==> src/rtl/svc_rst_seq.sv <==
// svc_rst_seq - multi-channel reset sequencer.
//
// Synchronises the release of an asynchronous system reset, holds every
// downstream reset domain for HOLD_CYCLES, then releases the NUM_CH domains one
// at a time in ascending index order, STAGGER_CYCLES apart. Once running, it
// serves software reset requests on a subset of channels with the same
// hold/stagger timing.
//
// Ports:
//   clk         system clock
//   rst         asynchronous, active-high reset
//   sw_rst_req  software reset request, sampled on the clk rising edge
//   ch_mask     channels reset by sw_rst_req, sampled with it
//   rst_out     per-channel active-high reset (registered)
//   busy        a sequence is in progress; new requests are ignored
//   done        one-cycle pulse when a sequence completes
module svc_rst_seq #(
  parameter int NUM_CH         = 4,
  parameter int HOLD_CYCLES    = 10,
  parameter int STAGGER_CYCLES = 4,
  parameter int SYNC_STAGES    = 2
) (
  input  logic              clk,
  input  logic              rst,
  input  logic              sw_rst_req,
  input  logic [NUM_CH-1:0] ch_mask,
  output logic [NUM_CH-1:0] rst_out,
  output logic              busy,
  output logic              done
);

  localparam int MAX_CNT = (HOLD_CYCLES > STAGGER_CYCLES) ? HOLD_CYCLES : STAGGER_CYCLES;
  localparam int CNT_W   = $clog2(MAX_CNT + 1);

  typedef enum logic [1:0] {
    SYNC    = 2'd0,
    HOLD    = 2'd1,
    RELEASE = 2'd2,
    RUN     = 2'd3
  } state_t;

  state_t                 state_q, state_d;
  logic [SYNC_STAGES-1:0] sync_q, sync_d;
  logic [CNT_W-1:0]       cnt_q, cnt_d;
  logic [NUM_CH-1:0]      pend_q, pend_d;
  logic [NUM_CH-1:0]      rst_out_d;
  logic                   busy_d, done_d;
  logic [NUM_CH-1:0]      low_bit;
  logic                   last_ch;
  logic                   rel;

  function automatic logic [CNT_W-1:0] sat_inc(input logic [CNT_W-1:0] c);
    return (c == {CNT_W{1'b1}}) ? c : c + CNT_W'(1);
  endfunction

  // Lowest pending channel is the next to release; when it is the only one
  // left, this release ends the sequence.
  assign low_bit = pend_q & (~pend_q + NUM_CH'(1));
  assign last_ch = ((pend_q & ~low_bit) == '0);

  always_comb begin
    state_d   = state_q;
    sync_d    = sync_q;
    cnt_d     = cnt_q;
    pend_d    = pend_q;
    rst_out_d = rst_out;
    busy_d    = busy;
    done_d    = 1'b0;
    rel       = 1'b0;

    case (state_q)
      SYNC: begin
        sync_d = {sync_q[SYNC_STAGES-2:0], 1'b0};
        // Leave on the edge that shifts the last 1 out of the chain.
        if (sync_q[SYNC_STAGES-2:0] == '0) begin
          state_d = HOLD;
          cnt_d   = '0;
        end
      end
      HOLD: begin
        if (cnt_q == CNT_W'(HOLD_CYCLES - 1)) rel = 1'b1;
        else                                 cnt_d = sat_inc(cnt_q);
      end
      RELEASE: begin
        if (cnt_q == CNT_W'(STAGGER_CYCLES - 1)) rel = 1'b1;
        else                                    cnt_d = sat_inc(cnt_q);
      end
      RUN: begin
        if (sw_rst_req && (ch_mask != '0)) begin
          state_d   = HOLD;
          pend_d    = ch_mask;
          rst_out_d = rst_out | ch_mask;
          busy_d    = 1'b1;
          cnt_d     = '0;
        end
      end
      default: state_d = SYNC;
    endcase

    if (rel) begin
      rst_out_d = rst_out & ~low_bit;
      pend_d    = pend_q & ~low_bit;
      cnt_d     = '0;
      if (last_ch) begin
        state_d = RUN;
        busy_d  = 1'b0;
        done_d  = 1'b1;
      end else begin
        state_d = RELEASE;
      end
    end
  end

  always_ff @(posedge clk or posedge rst) begin
    if (rst) begin
      state_q <= SYNC;
      sync_q  <= '1;
      cnt_q   <= '0;
      pend_q  <= '1;
      rst_out <= '1;
      busy    <= 1'b1;
      done    <= 1'b0;
    end else begin
      state_q <= state_d;
      sync_q  <= sync_d;
      cnt_q   <= cnt_d;
      pend_q  <= pend_d;
      rst_out <= rst_out_d;
      busy    <= busy_d;
      done    <= done_d;
    end
  end

endmodule

==> config.mk <==
export PLATFORM = sky130hd
export DESIGN_NAME = svc_rst_seq
export DESIGN_NICKNAME = d
export VERILOG_FILES = /design/src/rtl/svc_rst_seq.sv
export SDC_FILE = /design/constraint.sdc
export NUM_CORES = 1
export LEC_CHECK = 0
export ABC_AREA = 1
export CORE_MARGIN = 5
export CORE_UTILIZATION = 45
export CTS_CLUSTER_SIZE = 10
export DETAILED_ROUTE_END_ITERATION = 12
export GPL_TIMING_DRIVEN = 0
export PLACE_DENSITY_LB_ADDON = 0.05
export RECOVER_POWER = 100
export SYNTH_ARGS = -nofsm -noshare
export SYNTH_HDL_FRONTEND = slang
export SYNTH_SLANG_ARGS = --single-unit
==> constraint.sdc <==
create_clock -name clk -period 1.45 [get_ports clk]
set_clock_uncertainty 0.2 [all_clocks]
set_input_delay 0.145 -clock clk [delete_from_list [all_inputs] [get_ports clk]]
set_output_delay 0.145 -clock clk [all_outputs]
set_load 0.02 [all_outputs]
==> results.cfg <==
[detailed_routing]
via_per_inst = 5.08
routed_wirelength_um = 2190
drtPass1Iterations = 4
wl_per_cell_um = 12.9
drc = 0
postRouteAntennaNets = 0
route.vias.total = 858
drt_iter0_markers = 12

[clock_network]
clkLatencyLatePin_ns = 0.30
clock-root-buffer = clkbuf_4
clockBufferDepth = 2
cts.clk_slew.worst_paths_ns = 0.11
cts_buffers = 3
h-tree-depth = 1
cts_hold_buffers = 0
cts_sinks = 17
cts_tree = built

[worst_setup_path]
end_kind = flop
critPathMaxFanout = 5
arrival_ns = 1.66
cpMostUsedCell = inv_4
slowest_delay_ns = 0.47
cp_slowest_cell = dfrtp_2
critPathKind = reg -> reg
start_kind = flop
worstPathRequired_ns = 1.45
crit_chain = inv_4 > ha_4 > inv_4 > nor3_4 > nor2_4 > nand3_4 > nand3_2 > nand2_1

[synthesis]
muxShareOfSynthArea_pct = 0
ys_ff_latch = 17
syn-num-nets = 133
yosys.cell_types.count = 22
synthXorXnorAreaFrac_pct = 0.870
synth.area.top_cells = dfstp_2 (26%), dfrtp_1 (17%), nand2_1 (9.3%)
synth_top_family_by_area = simple AND/OR/NAND/NOR gates
synth_compound_area_share_pct = 7.20
syn-mean-instance-area_um2 = 8.39
synth_area_um2 = 1010
async_flop_share_pct = 100
synth_top_area_share_pct = 26.1
yosys-top-cells-count = nand2_1 (25), inv_1 (18), nand3_1 (18)
ys_seq_area_share_pct = 43.5
synth-edff-count = 0
ys_warn_count = 0
synthFlopType = dfstp_2
netlist_instances = 120
synth_fa_ha_area_share_pct = 7.45
synth.most_common_cell = nand2_1
synth_top_area_cell = dfstp_2
synth-simple-area-share_pct = 32.4

[timing]
clock.fmax_mhz = 604
worst_slack_ns = -0.205
hold_viol = 0
setup_violations = 16
layout_worst_path_cycle_share_pct = 114
slew_headroom_pct = 57.6
hold_ws_ns = 0.158
rsz0062_at_grt = yes
final.min_clock_period_ns = 1.65
fin_tns_setup_ns = -2.58
slew_violations = 0
worst_slew_pin_slew_ns = 0.636

[power_and_ir_drop]
p_total_uw = 2420
power_leakage_uw = 0.000641
seqPwrFrac_pct = 37.7
power_density_nw_per_um2 = 1740
internal_power_uw = 1360
pwr-share-clk_pct = 10.7
combPwrFrac_pct = 51.6
power.switching_uw = 1050
peakVddDrop_v = 0.000986
swShare_pct = 43.6

[global_route]
grt_pass1_vias = 795
grt_overflow = 0
grt_pass1_wl_um = 3590
antenna_found_initial = 0
grt_usage_pct = 14.1
grt_max_degree = 18

[placed_design]
dp_cells = 160
dp_hpwl_um = 1490
gp_congestion = 0.800
dp_slack_ns = -0.346
io_buffers = 12

[finish]
stdcell_count = 169
multi_input_area_um2 = 647
fillCellCount = 195
final_layout_size_suffix_gt1_share_pct = 51.8
n_antenna_cell = 0
register_area_um2 = 440
syn_to_final_growth_pct = 38.1
fin_nets = 155

[status]
violations = setup timing
status = complete, but fails checks

[floorplan]
ios = 13
rows = 17
core_um2 = 2170
initial_core_util_pct = 46.4
die_w_um = 57.3
die_area_um2 = 3280
die_y_um = 57.3

[job]
cap_viol_max_count = 0

[min_path]
hold_path_class = in -> async
path summary, 6_finish.rpt:
path	startpoint	to	slack, ns	cells past startpoint
max	state_q[0]	cnt_q[2]	-0.20	8
min	rst	cnt_q[3]	0.16	2
max reg2reg	state_q[0]	cnt_q[2]	-0.20	8
min reg2reg	sync_q[0]	sync_q[0]	0.25	2
max in group asynchronous	rst	state_q[0]	0.44	2
min in group clk	ch_mask[0]	pend_q[0]	0.21	3
timing repair:
action / 4_1_cts / 5_1_grt
pin swaps: 1 / 13
resized for setup: 30 / 33
cloned: 1 / 0
endpoints found under the setup margin: 22 / 19
buffers inserted: 2 / 2
placed cells by master, fill, tap and decap left out, drive strengths merged:
| master | count |
|---|---|
| o21ai | 4 |
| nand2 | 29 |
| or2 | 1 |
| ha | 6 |
| nand3 | 20 |
| nor3 | 1 |
| dfstp | 10 |
| a21boi | 1 |
| clkinv | 1 |
| nand4 | 4 |
| xor2 | 1 |
| nor2 | 11 |
| dfrtp | 7 |
| dlygate4sd2 | 1 |
| nor3b | 1 |
| buf | 7 |
| inv | 18 |
| clkbuf | 8 |
| o211ai | 1 |
| o21a | 1 |
| a21oi | 2 |
| clkdlybuf4s50 | 5 |
| dlygate4sd3 | 1 |
per-layer routing:
layer	global-route usage [%]	up-vias	routed length, um
met5	0	-	0
met4	2.98	0	14
met3	5.43	2	123
met2	21.4	20	1030
met1	19.2	408	1020
li1	-	428	-
flip-flops by register name, indices dropped and copies added, names as in the netlist:
signal	flops
busy	1
cnt_q	4
sync_q	1
rst_out	4
done	1
state_q	2
pend_q	4
area by class of cell:
| type | count | area share, % |
|---|---|---|
| Multi-Input combinational cell | 83 | 46.5 |
| Sequential cell | 17 | 31.7 |
| Timing Repair Buffer | 17 | 9.71 |
| Inverter | 18 | 5.40 |
| Tap cell | 28 | 2.52 |
| Buffer | 2 | 2.25 |
| Clock buffer | 3 | 1.62 |
| Clock inverter | 1 | 0.360 |
critical path: cells and delay by family, from the launching register on:
kind,cells,cell delay [ns]
buffers and inverters,2,0.18
flip-flops,1,0.47
AND/OR/NAND/NOR,5,0.49
adder cells (fa/ha/maj),1,0.23
power by group through the flow:
| stage | Combinational [uW] | Clock (uW) | Sequential [uW] |
|---|---|---|---|
| after floorplan | 701 | 0 | 932 |
| final | 1250 | 258 | 911 |
| after global placement | 995 | 0 | 894 |
| after global routing | 1390 | 293 | 942 |
| after detailed placement | 1000 | 0 | 901 |
| after CTS | 1070 | 267 | 888 |
cell families after synthesis:
group / Yosys count
buf+inv: 20
fa+ha+maj: 6
xor+xnor: 1
simple gates: 67
flops: 17
compound gates: 9
metrics by stage:
step	instance area, um2	utilization (%)
floorplan	1040	-
global placement	1200	55.2
detailed placement	1200	55.2
CTS	1280	59.2
global route	1390	64.1
finish	1390	64.1
(Power assumes the default switching activity.)
